[src/rtl/wb_arbiter.sv]
// Writeback arbiter: per-channel FIFOs feeding one registered register-file write port.
// Fixed priority by default; define WB_ARB_RR_EN for round-robin arbitration.
module wb_arbiter #(
   parameter int NUM_SRC = 3,
   parameter int DEPTH   = 4,
   parameter int DATA_W  = 32,
   parameter int ADDR_W  = 5
) (
   input  logic                      clk,
   input  logic                      rst_n,
   input  logic [NUM_SRC-1:0]        src_valid,
   output logic [NUM_SRC-1:0]        src_ready,
   input  logic [NUM_SRC-1:0]        src_writereg,
   input  logic [NUM_SRC*ADDR_W-1:0] src_regdest,
   input  logic [NUM_SRC*DATA_W-1:0] src_wbvalue,
   output logic                      wb_reg_en,
   output logic [ADDR_W-1:0]         wb_reg_addr,
   output logic [DATA_W-1:0]         wb_reg_data,
   output logic                      wb_busy
);
   localparam int PTR_W = $clog2(DEPTH);
   localparam int CNT_W = PTR_W + 1;
   localparam int SEL_W = (NUM_SRC > 1) ? $clog2(NUM_SRC) : 1;

   logic [ADDR_W-1:0]  mem_addr_q [NUM_SRC][DEPTH];
   logic [DATA_W-1:0]  mem_data_q [NUM_SRC][DEPTH];
   logic [PTR_W-1:0]   wr_ptr_q [NUM_SRC];
   logic [PTR_W-1:0]   wr_ptr_d [NUM_SRC];
   logic [PTR_W-1:0]   rd_ptr_q [NUM_SRC];
   logic [PTR_W-1:0]   rd_ptr_d [NUM_SRC];
   logic [CNT_W-1:0]   cnt_q [NUM_SRC];
   logic [CNT_W-1:0]   cnt_d [NUM_SRC];
   logic [NUM_SRC-1:0] nonempty;
   logic [NUM_SRC-1:0] push;
   logic [NUM_SRC-1:0] gnt;
   logic               wb_reg_en_q, wb_reg_en_d;
   logic [ADDR_W-1:0]  wb_reg_addr_q, wb_reg_addr_d;
   logic [DATA_W-1:0]  wb_reg_data_q, wb_reg_data_d;

   // Handshake: channel i transfers on an edge where src_valid[i] & src_ready[i];
   // ready comes from the registered count only, so a same-cycle pop does not free a slot.
   // Filtered results (writereg clear or regdest zero) complete the handshake but are not stored.
   always_comb begin
      for (int i = 0; i < NUM_SRC; i++) begin
         src_ready[i] = (cnt_q[i] < CNT_W'(DEPTH));
         nonempty[i]  = (cnt_q[i] != '0);
         push[i]      = src_valid[i] & (cnt_q[i] < CNT_W'(DEPTH)) & src_writereg[i]
                        & (src_regdest[i*ADDR_W +: ADDR_W] != '0);
      end
   end

`ifdef WB_ARB_RR_EN
   logic [SEL_W-1:0] last_q, last_d;

   always_comb begin
      int   c;
      logic found;
      gnt    = '0;
      last_d = last_q;
      found  = 1'b0;
      c      = 0;
      for (int k = 1; k <= NUM_SRC; k++) begin
         c = int'(last_q) + k;
         if (c >= NUM_SRC) c = c - NUM_SRC;
         if (!found && nonempty[c]) begin
            found  = 1'b1;
            gnt[c] = 1'b1;
            last_d = SEL_W'(c);
         end
      end
   end

   always_ff @(posedge clk or negedge rst_n) begin
      if (!rst_n) last_q <= SEL_W'(NUM_SRC - 1);
      else        last_q <= last_d;
   end
`else
   always_comb begin
      logic found;
      gnt   = '0;
      found = 1'b0;
      for (int i = 0; i < NUM_SRC; i++) begin
         if (!found && nonempty[i]) begin
            found  = 1'b1;
            gnt[i] = 1'b1;
         end
      end
   end
`endif

   always_comb begin
      wb_reg_en_d   = 1'b0;
      wb_reg_addr_d = '0;
      wb_reg_data_d = '0;
      for (int i = 0; i < NUM_SRC; i++) begin
         wr_ptr_d[i] = wr_ptr_q[i] + PTR_W'(push[i]);
         rd_ptr_d[i] = rd_ptr_q[i] + PTR_W'(gnt[i]);
         cnt_d[i]    = cnt_q[i] + CNT_W'(push[i]) - CNT_W'(gnt[i]);
         if (gnt[i]) begin
            wb_reg_en_d   = 1'b1;
            wb_reg_addr_d = mem_addr_q[i][rd_ptr_q[i]];
            wb_reg_data_d = mem_data_q[i][rd_ptr_q[i]];
         end
      end
   end

   always_ff @(posedge clk or negedge rst_n) begin
      if (!rst_n) begin
         for (int i = 0; i < NUM_SRC; i++) begin
            wr_ptr_q[i] <= '0;
            rd_ptr_q[i] <= '0;
            cnt_q[i]    <= '0;
         end
         wb_reg_en_q   <= 1'b0;
         wb_reg_addr_q <= '0;
         wb_reg_data_q <= '0;
      end else begin
         for (int i = 0; i < NUM_SRC; i++) begin
            wr_ptr_q[i] <= wr_ptr_d[i];
            rd_ptr_q[i] <= rd_ptr_d[i];
            cnt_q[i]    <= cnt_d[i];
         end
         wb_reg_en_q   <= wb_reg_en_d;
         wb_reg_addr_q <= wb_reg_addr_d;
         wb_reg_data_q <= wb_reg_data_d;
      end
   end

   // Entry storage carries no reset: validity is tracked entirely by the pointers and counts.
   always_ff @(posedge clk) begin
      for (int i = 0; i < NUM_SRC; i++) begin
         if (push[i]) begin
            mem_addr_q[i][wr_ptr_q[i]] <= src_regdest[i*ADDR_W +: ADDR_W];
            mem_data_q[i][wr_ptr_q[i]] <= src_wbvalue[i*DATA_W +: DATA_W];
         end
      end
   end

   assign wb_reg_en   = wb_reg_en_q;
   assign wb_reg_addr = wb_reg_addr_q;
   assign wb_reg_data = wb_reg_data_q;
   assign wb_busy     = (|nonempty) | wb_reg_en_q;

endmodule
[config.mk]
export PLATFORM = sky130hd
export DESIGN_NAME = wb_arbiter
export DESIGN_NICKNAME = d
export VERILOG_FILES = /design/src/rtl/wb_arbiter.sv
export SDC_FILE = /design/constraint.sdc
export NUM_CORES = 1
export LEC_CHECK = 0
export BUFFER_PORTS_ARGS = -buffer_cell sky130_fd_sc_hd__buf_2
export CAP_MARGIN = 10
export CELL_PAD_IN_SITES_DETAIL_PLACEMENT = 0
export CELL_PAD_IN_SITES_GLOBAL_PLACEMENT = 1
export CORE_ASPECT_RATIO = 0.9
export CORE_UTILIZATION = 47
export DETAILED_ROUTE_END_ITERATION = 8
export GPL_TIMING_DRIVEN = 0
export HOLD_SLACK_MARGIN = 0.06
export PLACE_DENSITY = 0.74
export SYNTH_ARGS = -nofsm -noshare
export SYNTH_HDL_FRONTEND = slang
export SYNTH_SLANG_ARGS = --single-unit
[constraint.sdc]
create_clock -name clk -period 4.16 [get_ports clk]
set_input_delay 0 -clock clk [delete_from_list [all_inputs] [get_ports clk]]
set_output_delay 0 -clock clk [all_outputs]
set_load 0.01 [all_outputs]
# Word-level counts from Yosys, hierarchy flattened
# Memory sizes are Yosys's and may differ from the RTL's.
# Cells that the tools add are included.
[totals] register_bits=59 latch_bits=0 mem_bits_rw=444 rom_bits=0 elab_cells=120 mem_count=2
[memory_table] name="mem_data_q" words=3 width=128 rd=3 rd_clocked_by_memory_dff=0 write_ports=3 line="26" text="logic [DATA_W-1:0] mem_data_q [NUM_SRC][DEPTH];"
[memory_table] name="mem_addr_q" words=3 width=20 rd=3 rd_clocked_by_memory_dff=0 write_ports=3 line="25" text="logic [ADDR_W-1:0] mem_addr_q [NUM_SRC][DEPTH];"
[classes] n_addsub=12 mul=0 div=0 order_cmp=12 eq_ne=0 shifts=0 mux=52 bitwise=16 reduce_logical=14
[ops] cell="128-bit two-way mux" count=3
[ops] cell="32-bit two-way mux" count=12
[ops] cell="32-bit binary-select mux with 2-bit select" count=3
[ops] cell="32-bit demux with 2-bit select" count=3
[ops] cell="20-bit two-way mux" count=3
[ops] cell="5-bit two-way mux" count=12
[ops] cell="5-bit binary-select mux with 2-bit select" count=3
[ops] cell="5-bit demux with 2-bit select" count=3
[ops] cell="3-bit greater-or-equal comparator, second input constant" count=6
[ops] cell="2-bit inverter with 3-bit output" count=6
[ops] cell="5-bit nonzero test" count=3
[ops] cell="2-bit by 1-bit adder with 2-bit output" count=6
[ops] cell="1-bit two-way mux" count=10
[ops] cell="3-bit by 1-bit adder with 3-bit output" count=3
[ops] cell="1-bit AND" count=9
[ops] cell="3-bit by 1-bit less-than comparator with 1-bit output, second input constant" count=3
[ops] cell="3-bit less-than comparator, second input constant" count=3
[ops] cell="3-bit nonzero test" count=3
[ops] cell="3-bit by 1-bit subtractor with 3-bit output" count=3
[ops] cell="1-bit logical AND" count=5
[ops] cell="3-bit OR reduction" count=1
[ops] cell="1-bit logical NOT" count=2
[ops] cell="1-bit bitwise OR" count=1

# Depth between registers and ports, before layout
[depth] word_depth=9 ltp_mapped=11

# Least setup slack after synthesis
# No wires, ideal clock.
[synth_timing] kind="register to register" startpoint="register cnt_q[2] (netlist bit)" endpoint="memory mem_addr_q[0][45] (netlist bit), enable pin" setup_time_ns=0.485 t_arrival_ns=3.517 required_ns=3.675 path_slack_ns=0.158 stages_incl_launch_ff=4 n_path_buf=0 period_less_slack_ns=4.002 cell_sequence="dfrtp_1 -> inv_1 -> o2111ai_4 -> nor3b_1"
[synth_lines] element="start: declaration" line="31" text="logic [CNT_W-1:0] cnt_q [NUM_SRC];"
[synth_lines] element="start signal: indexed assignment" line="121" text="cnt_q[i] <= cnt_d[i];"
[synth_lines] element="end: declaration" line="25"

==> results.sh <==
export IMPL_slowest_stage="nor3b_2"
export IMPL_hpwl_mm=29.8
export IMPL_vdd_drop_max_mv=0.450
export IMPL_yosysSeqAreaShare_pct=78.3
export IMPL_syn_nets=1018
export IMPL_leakage_nw=8.30
export IMPL_post_place_cells=1615
export IMPL_clkSlewWorstSetupHoldPaths_ns=0.06
export IMPL_syn_area_um2=18900
export IMPL_clockBufferDepth=3
export IMPL_setup_worst_path_start_class="flop"
export IMPL_slowest_delay_ns=0.83
export IMPL_ys_flop_type="edfxtp_1"
export IMPL_final_cell_area_um2=23700
export IMPL_grt_ovfl_total=0
export IMPL_ys_async_sr_fraction_pct=11.7
export IMPL_min_from="src_valid[1]"
export IMPL_fin_cells=1829
export IMPL_firstDrtPassIters=5
export IMPL_syn2layout_area_growth_pct=25.2
export IMPL_grt_start_max_net_pins=51
export IMPL_final_setup_viol_count=0
export IMPL_cts_sinks=503
export IMPL_wire_per_inst_um=23.4
export IMPL_ys_warn_count=0
export IMPL_port_buffers=160
export IMPL_path_class="flop to flop"
export IMPL_dieArea_um2=41000
export IMPL_routed_wl_mm=42.7
export IMPL_cts_root_buf="clkbuf_16"
export IMPL_arrival_ns=3.47
export IMPL_avgSynthCellArea_um2=21.4
export IMPL_setup_ws_ns=0.970
export IMPL_htreeDepth=2
export IMPL_hold_path_class="primary input to flop"
export IMPL_critical_path_cell_chain="inv_1, o2111ai_4, dlygate4sd3_1, nor3b_2, buf_6, buf_6, buf_6"
export IMPL_core_area_um2=39500
export IMPL_clk_latency_ns=0.57
export IMPL_r2r_start="cnt_q[2]"
export IMPL_die_y_um=192
export IMPL_crit_path_frequent_cell="buf_6"
export IMPL_ys_types=27
export IMPL_syn_inst=884
export IMPL_multi_input_area_um2=3820
export IMPL_drive_gt1_share_pct=32.7
export IMPL_die_width_um=213
export IMPL_power_density_nw_per_um2=620
export IMPL_max_clock_freq_mhz=314
export IMPL_routed_via_density=5.42
export IMPL_fin_skew_ns=0.0248
export IMPL_worstPathRequired_ns=4.44
export IMPL_drcViolationCount=0
export IMPL_finalHoldViolations=0
export IMPL_fill_cells=2968
export IMPL_cts_resized=0
export IMPL_placed_cell_area_um2=20900
export IMPL_routed_via_count=9915
export IMPL_worstMarginPinSlew_ns=0.954
export IMPL_drtIter0Drc=889
export IMPL_min_period_ns=3.19
export IMPL_cts_buffers=49
export IMPL_layout_nets=1385
export IMPL_io_pins=161
export IMPL_track_usage_pct=21.7
export IMPL_slew_headroom_pct=36.2
export IMPL_status="completed"
export IMPL_min_period_over_period_pct=76.7
export IMPL_rsz0062_at_grt="no"
export IMPL_cts_tree="built"
export IMPL_fp_row_count=69
export IMPL_regArea_um2=14800
export IMPL_ys_ff_latch=503
export IMPL_cts_setup_buffers=0
export IMPL_startpoint="cnt_q[2]"
export IMPL_grt_pass1_vias=10200
export IMPL_initial_core_util_pct=47.8
export IMPL_place_worst_setup_slack_ns=0.998
export IMPL_final_antenna_net_count=0
export IMPL_antenna_found_initial=6
export IMPL_worst_setup_path_end_kind="flop"
export IMPL_place_congestion=0.744
export IMPL_path_max_fanout=10
export IMPL_drv_cap=0
export IMPL_synth_edf_count=444
export IMPL_grt_pass1_wl_mm=63.3
export IMPL_slew_viol_final=0
critical path, delay by kind of cell, from the launching register on:
| kind | cells | cell delay (ns) |
|---|---|---|
| AND/OR/NAND/NOR | 1 | 0.83 |
| flip-flops | 1 | 0.43 |
| buffers and inverters | 5 | 1.47 |
| AO/OA/AOI/OAI | 1 | 0.16 |
what timing repair did:
item                                    CTS  global route
hold endpoints to repair                516             0
endpoints found under the setup margin    0             0
hold buffers                            117             0
power by group:
group          total, mW  internal, mW  switching, mW
logic               3.93          1.79           2.14
registers           6.44          6.15          0.294
clock network       4.30          2.48           1.82
total               14.7          10.4           4.25
routing by layer:
layer  global-route usage, %  part of all wire [%]  up-vias
li1                        -                     -     4380
met4                    6.62                   2.4        6
met3                    4.04                   5.9       60
met2                    34.1                    49      321
met1                    31.1                    43     5148
met5                       0                 0.084        -
sequential cells by signal (all words and copies together), names as in the netlist:
name	flops
wb_reg_en	1
rd_ptr_q	6
cnt_q	9
wb_reg_data	32
wb_reg_addr	5
wr_ptr_q	6
mem_data_q	384
mem_addr_q	60
worst paths after layout:
kind,to,slack (ns),cells past startpoint
hold reg to reg,rd_ptr_q[2],0.51,1
setup / recovery,mem_data_q[0][308],0.97,7
max in group asynchronous,wb_reg_en,2.68,4
setup reg to reg,mem_data_q[0][308],0.97,7
min in group asynchronous,wb_reg_data[28],0.52,4
hold / removal,mem_addr_q[0][32],0.16,4
Yosys cell counts (all sizes together), types with 3 or more instances:
cell	instances	area [um2]
nand4	37	231
xnor2	6	52.6
ha	12	150
mux4	111	2500
nor2	3	11.3
inv	16	60.1
nand3	75	375
clkbuf	19	71.3
buf	29	203
dfrtp	59	1480
nor3b	6	45.0
and3	3	18.8
nand2	39	146
nor3	9	50.1
fa	3	60.1
edfxtp	444	13300
xor2	6	52.6
per-stage QoR:
stage	TNS, ns	hold WS, ns	power (mW)	util, %
floorplan	0	-0.296	9.01	-
global placement	-688.89	0.213	10.3	51.5
detailed placement	0	-0.126	10.4	52.9
CTS	0	0.133	14.8	59.9
global route	0	0.172	15.3	59.9
finish	0	0.157	14.7	59.9
final cells by class:
class | instances | area share (%)
diodes | 5 | 0.0528
plain buffers | 48 | 1.16
clock buffers | 72 | 5.80
clock inverters | 20 | 0.845
inverters | 16 | 0.254
multi-input cells | 317 | 16.1
flip-flops and latches | 503 | 62.5
well taps | 532 | 2.81
repair buffers | 316 | 10.4
cell families (layout without fill, tap and decap cells):
| kind of cell | Yosys count | in the layout | synth area share (%) |
|---|---|---|---|
| compound gates | 3 | 3 | 0.232 |
| simple gates | 176 | 176 | 4.80 |
| xor+xnor | 12 | 12 | 0.556 |
| other cells | 0 | 5 | 0 |
| flops | 503 | 503 | 78.3 |
| buf+inv | 64 | 472 | 1.77 |
| mux | 111 | 111 | 13.2 |
| fa+ha+maj | 15 | 15 | 1.11 |
placed cells by master (no fill, tap or decap), types with 7 or more instances in the layout:
master and instances:
edfxtp_1 444, buf_2 174, dlygate4sd3_1 117, mux4_2 111, nand3_1 75, dfrtp_1 59, clkbuf_16 49, nand2_1 39
buf_6 39, nand4_1 37, clkbuf_1 36, inv_1 15, ha_1 12, buf_4 7
(Power assumes the default switching activity.)
